--- src/rtl/csi_rx_dly_cal_pkg.sv ---
// Shared types and sizing for the CSI-2 RX per-lane IDELAY calibration.
// Lane count, tap width and default tap live here so all files agree.
package csi_rx_dly_cal_pkg;

    localparam int NUM_LANE    = 2;
    localparam int TAP_W       = 5;
    localparam int DEFAULT_TAP = 16;
    localparam int TAP_MAX     = (2 ** TAP_W) - 1;
    localparam int EYE_W       = TAP_W + 1;
    localparam int LANE_W      = (NUM_LANE > 1) ? $clog2(NUM_LANE) : 1;

    typedef logic [TAP_W-1:0] tap_t;
    typedef logic [EYE_W-1:0] eye_t;

    typedef enum logic [2:0] {
        S_IDLE,
        S_SET,
        S_SETTLE,
        S_DWELL,
        S_EVAL,
        S_APPLY,
        S_DONE
    } state_e;

    // Centre of a passing window, rounded down.
    function automatic tap_t eye_centre(tap_t start, eye_t len);
        return tap_t'(start + tap_t'(len >> 1));
    endfunction

endpackage

--- src/rtl/csi_rx_eye_track.sv ---
// Widest-run tracker over a tap sweep; one instance shared by all lanes.
// Runs close on a failing tap or at the last tap; ties keep the earlier run.
module csi_rx_eye_track
    import csi_rx_dly_cal_pkg::*;
(
    input  logic clock,
    input  logic reset_n,
    input  logic clear_i,
    input  logic valid_i,
    input  logic pass_i,
    input  tap_t tap_i,
    output tap_t best_start_o,
    output eye_t best_len_o
);

    tap_t run_start_q, run_start_d;
    eye_t run_len_q, run_len_d;
    tap_t best_start_q, best_start_d;
    eye_t best_len_q, best_len_d;
    eye_t cand_len;
    logic close;

    // Extend or close the current run and promote it when strictly longer.
    always_comb begin
        run_start_d  = run_start_q;
        run_len_d    = run_len_q;
        best_start_d = best_start_q;
        best_len_d   = best_len_q;
        cand_len     = run_len_q;
        close        = 1'b0;
        if (clear_i) begin
            run_start_d  = '0;
            run_len_d    = '0;
            best_start_d = '0;
            best_len_d   = '0;
        end else if (valid_i) begin
            if (pass_i) begin
                if (run_len_q == '0) begin
                    run_start_d = tap_i;
                    run_len_d   = eye_t'(1);
                end else begin
                    run_len_d = run_len_q + eye_t'(1);
                end
                cand_len = run_len_d;
                close    = (tap_i == tap_t'(TAP_MAX));
            end else begin
                close = 1'b1;
            end
            if (close) begin
                if (cand_len > best_len_q) begin
                    best_start_d = run_start_d;
                    best_len_d   = cand_len;
                end
                run_len_d = '0;
            end
        end
    end

    // Tracker state registers.
    always_ff @(posedge clock or negedge reset_n) begin
        if (!reset_n) begin
            run_start_q  <= '0;
            run_len_q    <= '0;
            best_start_q <= '0;
            best_len_q   <= '0;
        end else begin
            run_start_q  <= run_start_d;
            run_len_q    <= run_len_d;
            best_start_q <= best_start_d;
            best_len_q   <= best_len_d;
        end
    end

    assign best_start_o = best_start_q;
    assign best_len_o   = best_len_q;

endmodule

--- src/rtl/csi_rx_dly_cal.sv ---
// Per-lane IDELAY sweep/centre calibration in the byte-clock domain.
// Optional CSI_DLY_AUTORECAL_EN: recalibrate after LOSS_CYC hit-free cycles.
module csi_rx_dly_cal
    import csi_rx_dly_cal_pkg::*;
#(
    parameter int SETTLE_CYC = 8,
    parameter int DWELL_CYC  = 4096,
    parameter int MIN_HITS   = 4,
    parameter int MIN_EYE    = 3,
    parameter int LOSS_CYC   = 2 ** 20
) (
    input  logic                        clock,
    input  logic                        reset_n,
    input  logic                        enable,
    input  logic                        start,
    input  logic [NUM_LANE-1:0]         sync_hit,
    output logic [NUM_LANE*TAP_W-1:0]   delay_out,
    output logic [NUM_LANE-1:0]         delay_ld,
    output logic                        busy,
    output logic                        done,
    output logic [NUM_LANE-1:0]         fail,
    output logic [NUM_LANE*EYE_W-1:0]   eye_len
);

    localparam int CNT_MAX = (SETTLE_CYC > DWELL_CYC) ? SETTLE_CYC : DWELL_CYC;
    localparam int CNT_W   = $clog2(CNT_MAX) + 1;
    localparam int HIT_W   = $clog2(MIN_HITS + 1);
    localparam int DLY_W   = NUM_LANE * TAP_W;
    localparam int EYL_W   = NUM_LANE * EYE_W;

    state_e              state_q, state_d;
    logic [LANE_W-1:0]   lane_q, lane_d, nxt_lane;
    tap_t                tap_q, tap_d;
    logic [CNT_W-1:0]    cnt_q, cnt_d;
    logic [HIT_W-1:0]    hits_q, hits_d;
    logic [DLY_W-1:0]    dly_q, dly_d;
    logic [NUM_LANE-1:0] ld_q, ld_d;
    logic                done_q, done_d;
    logic [NUM_LANE-1:0] fail_q, fail_d;
    logic [EYL_W-1:0]    eye_q, eye_d;

    logic                busy_w;
    logic                go;
    logic                trig;
    logic                pass;
    tap_t                apply_tap;
    tap_t                best_start;
    eye_t                best_len;

    assign busy_w   = (state_q != S_IDLE) && (state_q != S_DONE);
    assign go       = (start && enable) || trig;
    assign pass     = (hits_q >= HIT_W'(MIN_HITS));
    assign nxt_lane = lane_q + LANE_W'(1);

    csi_rx_eye_track u_eye (
        .clock        (clock),
        .reset_n      (reset_n),
        .clear_i      ((state_q == S_IDLE) || (state_q == S_APPLY)),
        .valid_i      (state_q == S_EVAL),
        .pass_i       (pass),
        .tap_i        (tap_q),
        .best_start_o (best_start),
        .best_len_o   (best_len)
    );

`ifdef CSI_DLY_AUTORECAL_EN
    localparam int LOSS_W = $clog2(LOSS_CYC + 1);

    logic [LOSS_W-1:0] loss_q, loss_d;

    // Count hit-free cycles while calibrated; fire a restart on expiry.
    always_comb begin
        loss_d = loss_q;
        trig   = 1'b0;
        if (!(done_q && enable) || (|sync_hit) || start) begin
            loss_d = '0;
        end else if (loss_q == LOSS_W'(LOSS_CYC - 1)) begin
            trig   = 1'b1;
            loss_d = '0;
        end else begin
            loss_d = loss_q + LOSS_W'(1);
        end
    end

    // Loss-of-sync counter register.
    always_ff @(posedge clock or negedge reset_n) begin
        if (!reset_n) begin
            loss_q <= '0;
        end else begin
            loss_q <= loss_d;
        end
    end
`else
    logic unused_loss;

    assign trig        = 1'b0;
    assign unused_loss = (LOSS_CYC == 0);
`endif

    // Sweep sequencing, tap programming and abort handling.
    always_comb begin
        state_d   = state_q;
        lane_d    = lane_q;
        tap_d     = tap_q;
        cnt_d     = cnt_q;
        hits_d    = hits_q;
        dly_d     = dly_q;
        ld_d      = '0;
        done_d    = done_q;
        fail_d    = fail_q;
        eye_d     = eye_q;
        apply_tap = tap_t'(DEFAULT_TAP);
        unique case (state_q)
            S_IDLE: begin
                if (go) begin
                    state_d          = S_SET;
                    lane_d           = '0;
                    tap_d            = '0;
                    done_d           = 1'b0;
                    fail_d[0]        = 1'b0;
                    eye_d[0 +: EYE_W] = '0;
                end
            end
            S_SET: begin
                dly_d[lane_q*TAP_W +: TAP_W] = tap_q;
                ld_d[lane_q] = 1'b1;
                cnt_d        = '0;
                hits_d       = '0;
                state_d      = S_SETTLE;
            end
            S_SETTLE: begin
                if (cnt_q == CNT_W'(SETTLE_CYC - 1)) begin
                    cnt_d   = '0;
                    state_d = S_DWELL;
                end else begin
                    cnt_d = cnt_q + CNT_W'(1);
                end
            end
            S_DWELL: begin
                if (sync_hit[lane_q] && (hits_q < HIT_W'(MIN_HITS))) begin
                    hits_d = hits_q + HIT_W'(1);
                end
                if (cnt_q == CNT_W'(DWELL_CYC - 1)) begin
                    cnt_d   = '0;
                    state_d = S_EVAL;
                end else begin
                    cnt_d = cnt_q + CNT_W'(1);
                end
            end
            S_EVAL: begin
                if (tap_q == tap_t'(TAP_MAX)) begin
                    state_d = S_APPLY;
                end else begin
                    tap_d   = tap_q + tap_t'(1);
                    state_d = S_SET;
                end
            end
            S_APPLY: begin
                if (best_len < eye_t'(MIN_EYE)) begin
                    fail_d[lane_q] = 1'b1;
                    apply_tap      = tap_t'(DEFAULT_TAP);
                end else begin
                    apply_tap = eye_centre(best_start, best_len);
                end
                dly_d[lane_q*TAP_W +: TAP_W] = apply_tap;
                eye_d[lane_q*EYE_W +: EYE_W] = best_len;
                ld_d[lane_q] = 1'b1;
                if (lane_q == LANE_W'(NUM_LANE - 1)) begin
                    done_d  = 1'b1;
                    state_d = S_DONE;
                end else begin
                    lane_d           = nxt_lane;
                    tap_d            = '0;
                    fail_d[nxt_lane] = 1'b0;
                    eye_d[nxt_lane*EYE_W +: EYE_W] = '0;
                    state_d          = S_SET;
                end
            end
            S_DONE: begin
                state_d = S_IDLE;
            end
            default: begin
                state_d = S_IDLE;
            end
        endcase
        if (busy_w && !enable) begin
            state_d = S_IDLE;
            dly_d   = {NUM_LANE{tap_t'(DEFAULT_TAP)}};
            ld_d    = '1;
            done_d  = 1'b0;
            fail_d  = '0;
        end
    end

    // Controller state and output registers.
    always_ff @(posedge clock or negedge reset_n) begin
        if (!reset_n) begin
            state_q <= S_IDLE;
            lane_q  <= '0;
            tap_q   <= '0;
            cnt_q   <= '0;
            hits_q  <= '0;
            dly_q   <= {NUM_LANE{tap_t'(DEFAULT_TAP)}};
            ld_q    <= '0;
            done_q  <= 1'b0;
            fail_q  <= '0;
            eye_q   <= '0;
        end else begin
            state_q <= state_d;
            lane_q  <= lane_d;
            tap_q   <= tap_d;
            cnt_q   <= cnt_d;
            hits_q  <= hits_d;
            dly_q   <= dly_d;
            ld_q    <= ld_d;
            done_q  <= done_d;
            fail_q  <= fail_d;
            eye_q   <= eye_d;
        end
    end

    assign delay_out = dly_q;
    assign delay_ld  = ld_q;
    assign busy      = busy_w;
    assign done      = done_q;
    assign fail      = fail_q;
    assign eye_len   = eye_q;

endmodule

--- config.mk ---
export PLATFORM = sky130hd
export DESIGN_NAME = csi_rx_dly_cal
export DESIGN_NICKNAME = d
export VERILOG_FILES = /design/src/rtl/csi_rx_dly_cal_pkg.sv /design/src/rtl/csi_rx_eye_track.sv /design/src/rtl/csi_rx_dly_cal.sv
export SDC_FILE = /design/constraint.sdc
export NUM_CORES = 1
export LEC_CHECK = 0
export CELL_PAD_IN_SITES_DETAIL_PLACEMENT = 0
export CELL_PAD_IN_SITES_GLOBAL_PLACEMENT = 1
export CORE_AREA = 2 2 109 90
export DETAILED_ROUTE_END_ITERATION = 7
export DIE_AREA = 0 0 111 92
export PLACE_DENSITY_LB_ADDON = 0.1
export SYNTH_ARGS = -nofsm -noshare
export SYNTH_HDL_FRONTEND = slang
export SYNTH_HIERARCHICAL = 1
export SYNTH_SLANG_ARGS = --single-unit
--- constraint.sdc ---
create_clock -name clock -period 3.6 [get_ports clock]
set_clock_uncertainty 0.1 [all_clocks]
set_input_delay 0.72 -clock clock [delete_from_list [all_inputs] [get_ports clock]]
set_output_delay 0.72 -clock clock [all_outputs]
set_load 0.005 [all_outputs]
==> results of run 1 <==
-- cell usage in the layout (no fill, tap or decap), drive strengths merged, types with 3 or more instances in the layout --
| cell | Yosys | routed |
|---|---|---|
| nor3 | 9 | 9 |
| clkdlybuf4s50 | 0 | 32 |
| a31oi | 3 | 3 |
| o31ai | 3 | 3 |
| nor2 | 38 | 38 |
| nand2 | 42 | 42 |
| dfrtp | 72 | 72 |
| mux2 | 13 | 13 |
| nor4 | 7 | 7 |
| clkbuf | 8 | 11 |
| and3 | 4 | 4 |
| nand3 | 8 | 8 |
| nor2b | 5 | 5 |
| mux2i | 10 | 10 |
| xor2 | 9 | 9 |
| and2 | 4 | 4 |
| a21oi | 16 | 16 |
| ha | 17 | 17 |
| a21o | 7 | 7 |
| a22o | 14 | 14 |
| or2 | 4 | 4 |
| a211oi | 9 | 9 |
| nand4 | 7 | 7 |
| o21ai | 24 | 24 |
| xnor2 | 6 | 6 |
| buf | 11 | 7 |
| or3 | 5 | 5 |
| inv | 22 | 23 |
-- report_power, final --
group / internal, mW / switching [mW] / leakage (nW)
combinational: 0.375 / 0.440 / 1.02
clock: 0.648 / 0.352 / 0.162
sequential: 0.920 / 0.122 / 1.01
total: 1.94 / 0.914 / 2.20
-- metrics by stage --
stage	utilization	total power [mW]	area [um2]	std cells	hold slack [ns]
2_1_floorplan	-	1.62	4070	408	0.324
3_3_place_gp	0.485	1.87	4490	547	0.363
3_5_place_dp	0.485	1.87	4490	547	0.374
4_1_cts	0.522	2.89	4820	563	0.388
5_1_grt	0.522	3.04	4820	563	0.421
6_report	0.522	2.86	4820	563	0.378
-- area by class of cell --
type / instances / area [um2] / share of cell area
Multi-Input combinational cell: 293 / 2030 / 0.421
Sequential cell: 74 / 1850 / 0.384
Timing Repair Buffer: 39 / 370 / 0.0768
Clock buffer: 11 / 253 / 0.0524
Tap cell: 119 / 149 / 0.0309
Clock inverter: 5 / 85.1 / 0.0176
Inverter: 22 / 82.6 / 0.0171
-- worst min-delay path by stage --
stage	startpoint	to	cells after the start
2_1_floorplan	reset_n	cnt_q[0]$_DFFE_PN0P_	0
3_3_place_gp	eye_len[11]$_DFFE_PN0P_	eye_len[11]$_DFFE_PN0P_	2
3_5_place_dp	eye_len[7]$_DFFE_PN0P_	eye_len[7]$_DFFE_PN0P_	2
4_1_cts	eye_len[7]$_DFFE_PN0P_	eye_len[7]$_DFFE_PN0P_	2
5_1_grt	eye_len[2]$_DFFE_PN0P_	eye_len[2]$_DFFE_PN0P_	1
6_report	eye_len[8]$_DFFE_PN0P_	eye_len[8]$_DFFE_PN0P_	2
-- layer usage --
metal / vias to the layer above / share of wire / wire [um] / track usage
met1: 1460 / 0.52 / 4630 / 0.276
met5: - / 0 / 0 / 0
met3: 15 / 0.039 / 348 / 0.0476
met4: 0 / 0.017 / 155 / 0.0698
met2: 43 / 0.43 / 3820 / 0.281
li1: 1522 / - / - / -
-- worst reg2reg max path, cell delays in order, from the launching register on --
cell and delay (ns):
dfrtp_1 0.58, nand4_1 0.26, nor2_1 0.18, xnor2_1 0.17, inv_1 0.07, ha_1 0.31
a211oi_1 0.22, o221ai_1 0.15, o311ai_1 0.11, buf_4 0.24, mux2_2 0.36
-- cell families (layout without fill, tap and decap cells) --
| family | Yosys count | after routing |
|---|---|---|
| mux | 23 | 23 |
| simple gates | 142 | 142 |
| xor+xnor | 15 | 15 |
| buf+inv | 41 | 77 |
| fa+ha+maj | 18 | 18 |
| flops | 74 | 74 |
| compound gates | 95 | 95 |
-- sequential cells by signal, indices dropped and copies added, names as in the netlist --
| name | flops |
|---|---|
| delay_out | 10 |
| cnt_q | 13 |
| done | 1 |
| state_q | 3 |
| u_eye/best_len_o | 6 |
| u_eye/best_start_o | 5 |
| hits_q | 3 |
| lane_q | 1 |
| fail | 2 |
| eye_len | 12 |
| u_eye/run_start_q | 5 |
| tap_q | 5 |
| delay_ld | 2 |
| u_eye/run_len_q | 6 |
==> key figures, run 1 <==
Setup path
  – CP top delay family: flip-flops
  – Required time of the critical path: 2.78 ns
  – RR Endpoint: u_eye/best_start_o[3]$_DFFE_PN0P_
  – Cell Chain, Critical Path: nor2b_1 > or3_1 > clkdlybuf4s50_1
  – Slowest-stage cell, CP: dfrtp_1
  – R2r startpoint: hits_q[2]$_DFFE_PN0P_
  – Critical path type: reg -> out
  – CP max FO: 20
  – Worst-case reg-to-reg path depth: 10
  – Critical path origin: state_q[1]$_DFFE_PN0P_
  – Number of cells on the critical path: 3
  – Crit-path max cell delay: 0.79 ns
  – Worst Path Arrival: 2.14 ns
  – Worst setup path endpoint: busy
  – Worst Path Buf+Inv: 1
  – Startpoint Class: flip-flop
  – CP Capture Type: output port
  – Flop-to-flop setup slack: 0.72 ns

Clock network
  – CTS H-tree depth: 3
  – CTS Root Cell: clkbuf_16
  – CTS Sinks: 74
  – Later-pin clock latency in the skew report: 0.34 ns
  – CTS tree: done
  – Post-CTS Hold Buffers: 0
  – Gates resized, CTS repair: 0
  – CTS Buf Count: 9
  – Worst-path clk slew: 0.06 ns
  – Post-CTS setup buffer count: 0
  – Max Root-Sink Buffers: 2

Synthesis
  – Syn. warnings: 6
  – Main synth FF type: dfrtp_1
  – Largest cells by area after synthesis: dfrtp_1 44%, ha_1 5.2%, nand2_1 3.8%
  – Mux contribution to synthesized area: 0.0606
  – Number of synthesized flops with an enable pin: 0
  – Yosys top cell area share: 0.443
  – Post-synth top cells: 72 x dfrtp_1, 41 x nand2_1, 38 x nor2_1
  – Netlist cell types: 62
  – Async S/R FF share, synth: 1.00
  – Avg Cell Area, Syn: 9.98 um2
  – Post-Synth Adder-Cell Area: 0.0572
  – Post-synthesis sequential area ratio: 0.456
  – Largest family of logic cells by synthesized area: simple AND/OR/NAND/NOR gates
  – Post-Syn Area: 4070 um2
  – Most frequent cell after synthesis: dfrtp_1
  – Compound-gate portion of the synthesized area: 0.164
  – Mapped Cells: 408
  – Simple-gate portion of the synthesized area: 0.185
  – Cell accounting for the most synthesized area: dfrtp_1
  – Syn_nets: 432
  – Xor and xnor area share after synthesis: 0.0323
  – Synthesized flop and latch total: 74

Layout
  – P&R area growth vs syn: 18.5%
  – Proportion of layout cells with a drive suffix above 1: 0.124
  – Final nets: 463
  – # diodes: 0
  – Fill count: 847

Drt
  – Iter 0 DRT Violations: 115
  – Antenna viol nets, final: 0
  – Via count: 3040
  – Final Routed Wirelength: 8950 um
  – Initial DRT Pass Iterations: 4
  – Vias per cell: 5.40
  – Routed WL per cell: 15.9 um
  – DRC viols: 0

Status
  – Run status: finished clean

Place
  – Global placement routability congestion: 0.760
  – DP Worst Slack: 0.767 ns
  – Detailed placement HPWL: 6500 um
  – IO Port Bufs: 33

Floorplanning
  – Row Count: 32
  – Number of I/O pins: 34
  – Full die area: 10200 um2
  – Core area: 9250 um2
  – Initial core utilization: 0.440
  – Die Width: 111 um
  – Die Y: 92 um

Timing
  – Endpoints failing hold: 0
  – Max transition margin: 0.367
  – Final setup TNS: 0 ns
  – Fin crit share: 0.822
  – Slew Limit Fails: 0
  – Worst slew pin tran: 0.949 ns
  – Max Clk Rate: 338 MHz
  – Count of final setup violators: 0
  – Unrepaired setup endpoints after global routing: false
  – Crit path time final: 2.96 ns
  – Setup WS post-layout: 0.642 ns

Power
  – Power Density: 592 nW/um2
  – Worst VDD drop: 0.000312 V
  – Leakage Power: 2.20 nW

Worst hold path
  – HP Class: reg -> reg

Global route
  – Grt ovf: 0
  – Initial antenna violation count: 0
  – First-pass GRT wire length: 15400 um
  – Total global-route track usage: 0.192
  – Vias in the first global route: 3008
  – Largest net degree at the start of global routing: 75

Job
  – Max-cap violations: 0
Power figures use the tool's default switching activity.
==> run 2: changes to the inputs <==
CORE_AREA = 2 2 115 95   (was 2 2 109 90)
DIE_AREA = 0 0 117 97   (was 0 0 111 92)
clock period = 2.5 ns   (was 3.6 ns; I/O delays follow)
==> run 2 against run 1 <==
  * The flow now finishes with violations (negative setup slack)
  * Die area grew 11%
  * Flip-flop and latch count stayed put
  * Non-clock buffer count rose by 31
  * First-iteration DRC count is 59% higher
  * Global-route usage down 1.2 points
  * Sequential power is 38% higher
  * Hold slack worse by 0.34 ns
  * Sequential share of layout area shrank 2.5 points
  * Clock power grew 47%
  * Register-to-register slack got worse by 0.77 ns
  * Setup slack got worse by 0.69 ns
  * Critical path type is now reg -> reg
  * Largest power group is now clock
  * Highest routed layer unchanged
==> key figures, run 2 (synthesis results as in run 1) <==
Global route
  – Total global-route track usage: 0.180 (was 0.192)
  – First-pass GRT wire length: 16100 um (was 15400 um)
  – Largest net degree at the start of global routing: 41 (was 75)
  – Gr busiest metal: met1 (was met2)
  – Met3 usage: 0.0426 (was 0.0476)
  – Vias in the first global route: 3118 (was 3008)
  – GR Util met2: 0.261 (was 0.281)
  – Initial antenna violation count: 0 (unchanged)
  – Grt ovf: 0 (unchanged)
  – M1 GR Usage: 0.269 (was 0.276)

Layout
  – Commonest non-fill, non-tap cells in the layout: 69 x dfrtp_1, 40 x nand2_1, 38 x nor2_1, 36 x buf_4, 32 x clkdlybuf4s50_1 (was 72 x dfrtp_1, 41 x nand2_1, 38 x nor2_1, 32 x clkdlybuf4s50_1, 23 x o21ai_0)
  – Multi-input logic area: 2100 um2 (was 2030 um2)
  – P&R area growth vs syn: 27.1% (was 18.5%)
  – Most common cell after layout, fill and taps aside: dfrtp_1 (unchanged)
  – FF/Latch Area: 1860 um2 (was 1850 um2)
  – Util after Layout: 0.511 (was 0.522)
  – Max reg flops: 13 (unchanged)
  – Proportion of layout cells with a drive suffix above 1: 0.194 (was 0.124)
  – Cell Count, Final, Fillers Out: 615 (was 563)
  – Top reg by flops: cnt_q (unchanged)
  – Final nets: 494 (was 463)
  – Design area: 5170 um2 (was 4820 um2)
  – # diodes: 0 (unchanged)
  – Fill count: 977 (was 847)

Drt
  – Iter 0 DRT Violations: 183 (was 115)
  – Final Routed Wirelength: 9410 um (was 8950 um)
  – DRC viols: 0 (unchanged)
  – Via count: 3133 (was 3040)
  – Vias per cell: 5.09 (was 5.40)
  – Initial DRT Pass Iterations: 5 (was 4)
  – Routed WL per cell: 15.3 um (was 15.9 um)
  – Antenna viol nets, final: 0 (unchanged)

Floorplanning
  – Initial core utilization: 0.402 (was 0.440)
  – Row Count: 33 (was 32)
  – Number of I/O pins: 34 (unchanged)
  – Die Y: 97 um (was 92 um)
  – Core area: 10100 um2 (was 9250 um2)
  – Full die area: 11300 um2 (was 10200 um2)
  – Die Width: 117 um (was 111 um)

Power
  – Sequential Power Share: 0.331 (was 0.365)
  – Sw Share: 0.315 (was 0.320)
  – Int Pwr: 2.98 mW (was 1.94 mW)
  – Clk pwr share: 0.337 (was 0.350)
  – Worst VDD drop: 0.000475 V (was 0.000312 V)
  – Power Density: 842 nW/um2 (was 592 nW/um2)
  – Comb power frac: 0.332 (was 0.285)
  – Power Total: 4.35 mW (was 2.86 mW)
  – Net Switching: 1.37 mW (was 914 uW)
  – Leakage Power: 2.37 nW (was 2.20 nW)

Clock network
  – Later-pin clock latency in the skew report: 0.33 ns (was 0.34 ns)
  – CTS tree: done (unchanged)
  – Max Root-Sink Buffers: 2 (unchanged)
  – CTS H-tree depth: 3 (unchanged)
  – CTS Root Cell: clkbuf_16 (unchanged)
  – Worst-path clk slew: 0.06 ns (about the same)
  – CTS Buf Count: 9 (unchanged)
  – CTS Sinks: 74 (unchanged)

Setup path
  – Critical path type: reg -> reg (was reg -> out)
  – Startpoint Class: flip-flop (unchanged)
  – CP Capture Type: flip-flop (was output port)
  – Cell Chain, Critical Path: inv_1 > ha_1 > nor4b_4 > nand3b_4 > nand2_2 > inv_1 > ha_1 > nand4_1 > o311ai_2 > buf_6 > mux2_2 (was nor2b_1 > or3_1 > clkdlybuf4s50_1)
  – CP max FO: 6 (was 20)
  – CP top delay family: simple AND/OR/NAND/NOR gates (was flip-flops)
  – Worst Path Arrival: 2.66 ns (was 2.14 ns)
  – Slowest-stage cell, CP: dfrtp_1 (unchanged)
  – Worst-case reg-to-reg path depth: 11 (was 10)
  – Worst Path Buf+Inv: 3 (was 1)
  – Number of cells on the critical path: 11 (was 3)
  – Required time of the critical path: 2.61 ns (was 2.78 ns)
  – Crit-path max cell delay: 0.41 ns (was 0.79 ns)

Timing
  – Endpoints failing hold: 0 (unchanged)
  – Max Clk Rate: 392 MHz
  – Worst slew pin tran: 0.785 ns (was 0.949 ns)
  – Setup WS post-layout: -0.0482 ns (was 0.642 ns)
  – Crit path time final: 2.55 ns
  – Worst hold slack: 0.0421 ns (was 0.378 ns)
  – Max transition margin: 0.471 (was 0.367)
  – Fin crit share: 1.02
  – Unrepaired setup endpoints after global routing: true (was false)
  – Slew Limit Fails: 0 (unchanged)
  – Count of final setup violators: 10 (was 0)

Worst hold path
  – HP Class: in -> async (was reg -> reg)

Status
  – Violated checks: negative setup slack
  – Run status: finished with violations (was finished clean)

Place
  – IO Port Bufs: 33 (unchanged)
  – Placed insts: 596 (was 547)
  – Global placement routability congestion: 0.844 (was 0.760)
  – Placed standard-cell area: 4800 um2 (was 4490 um2)
  – Detailed placement HPWL: 6990 um (was 6500 um)

Job
  – Max-cap violations: 0 (unchanged)
run 2: power by group through the flow:
stage               Clock [mW]  Sequential [mW]  Combinational, mW
floorplan                    0             1.43              0.976
global placement             0             1.46               1.40
detailed placement           0             1.46               1.40
CTS                       1.50             1.44               1.45
global route              1.55             1.46               1.61
finish                    1.47             1.44               1.45
run 2: timing repair:
item / in CTS / in global routing
pin swaps: 4 / 1
cloned: 1 / 0
gates resized for setup: 4 / 3
setup endpoints to repair: 10 / 12
buffers inserted: 2 / 0
hold endpoints to repair: 0 / 0
hold buffers: 0 / 0
run 2: path summary, 6_finish.rpt:
check	start	to	slack, ns
max in group asynchronous	reset_n	hits_q[2]$_DFFE_PN0P_	1.67
max	u_eye/run_len_q[0]$_DFFE_PN0P_	u_eye/best_len_o[0]$_DFFE_PN0P_	-0.05
min in group clock	eye_len[6]$_DFFE_PN0P_	eye_len[6]$_DFFE_PN0P_	0.37
max reg2reg	u_eye/run_len_q[0]$_DFFE_PN0P_	u_eye/best_len_o[0]$_DFFE_PN0P_	-0.05
min	reset_n	delay_ld[1]$_DFF_PN0_	0.04
min reg2reg	eye_len[6]$_DFFE_PN0P_	eye_len[6]$_DFFE_PN0P_	0.37
run 2: final cells by class:
cell class                      instances  area share
Multi-Input combinational cell        293       0.405
Sequential cell                        74       0.359
Timing Repair Buffer                   70       0.120
Clock buffer                           11      0.0450
Tap cell                              140      0.0339
Clock inverter                          5      0.0203
Inverter                               22      0.0160
run 2: stage by stage:
step,setup TNS [ns],setup WS [ns]
after detailed placement,-1.21,-0.126
final,-0.315,-0.0482
after CTS,-0.829,-0.0959
after global placement,-0.446,-0.0541
after global routing,-2.45,-0.250
after floorplan,-0.610,-0.0678
run 2: metal layers:
metal | vias to the layer above | routed length [um]
li1 | 1577 | -
met1 | 1481 | 4970
met2 | 69 | 4050
met3 | 6 | 302
met4 | 0 | 80
met5 | - | 0
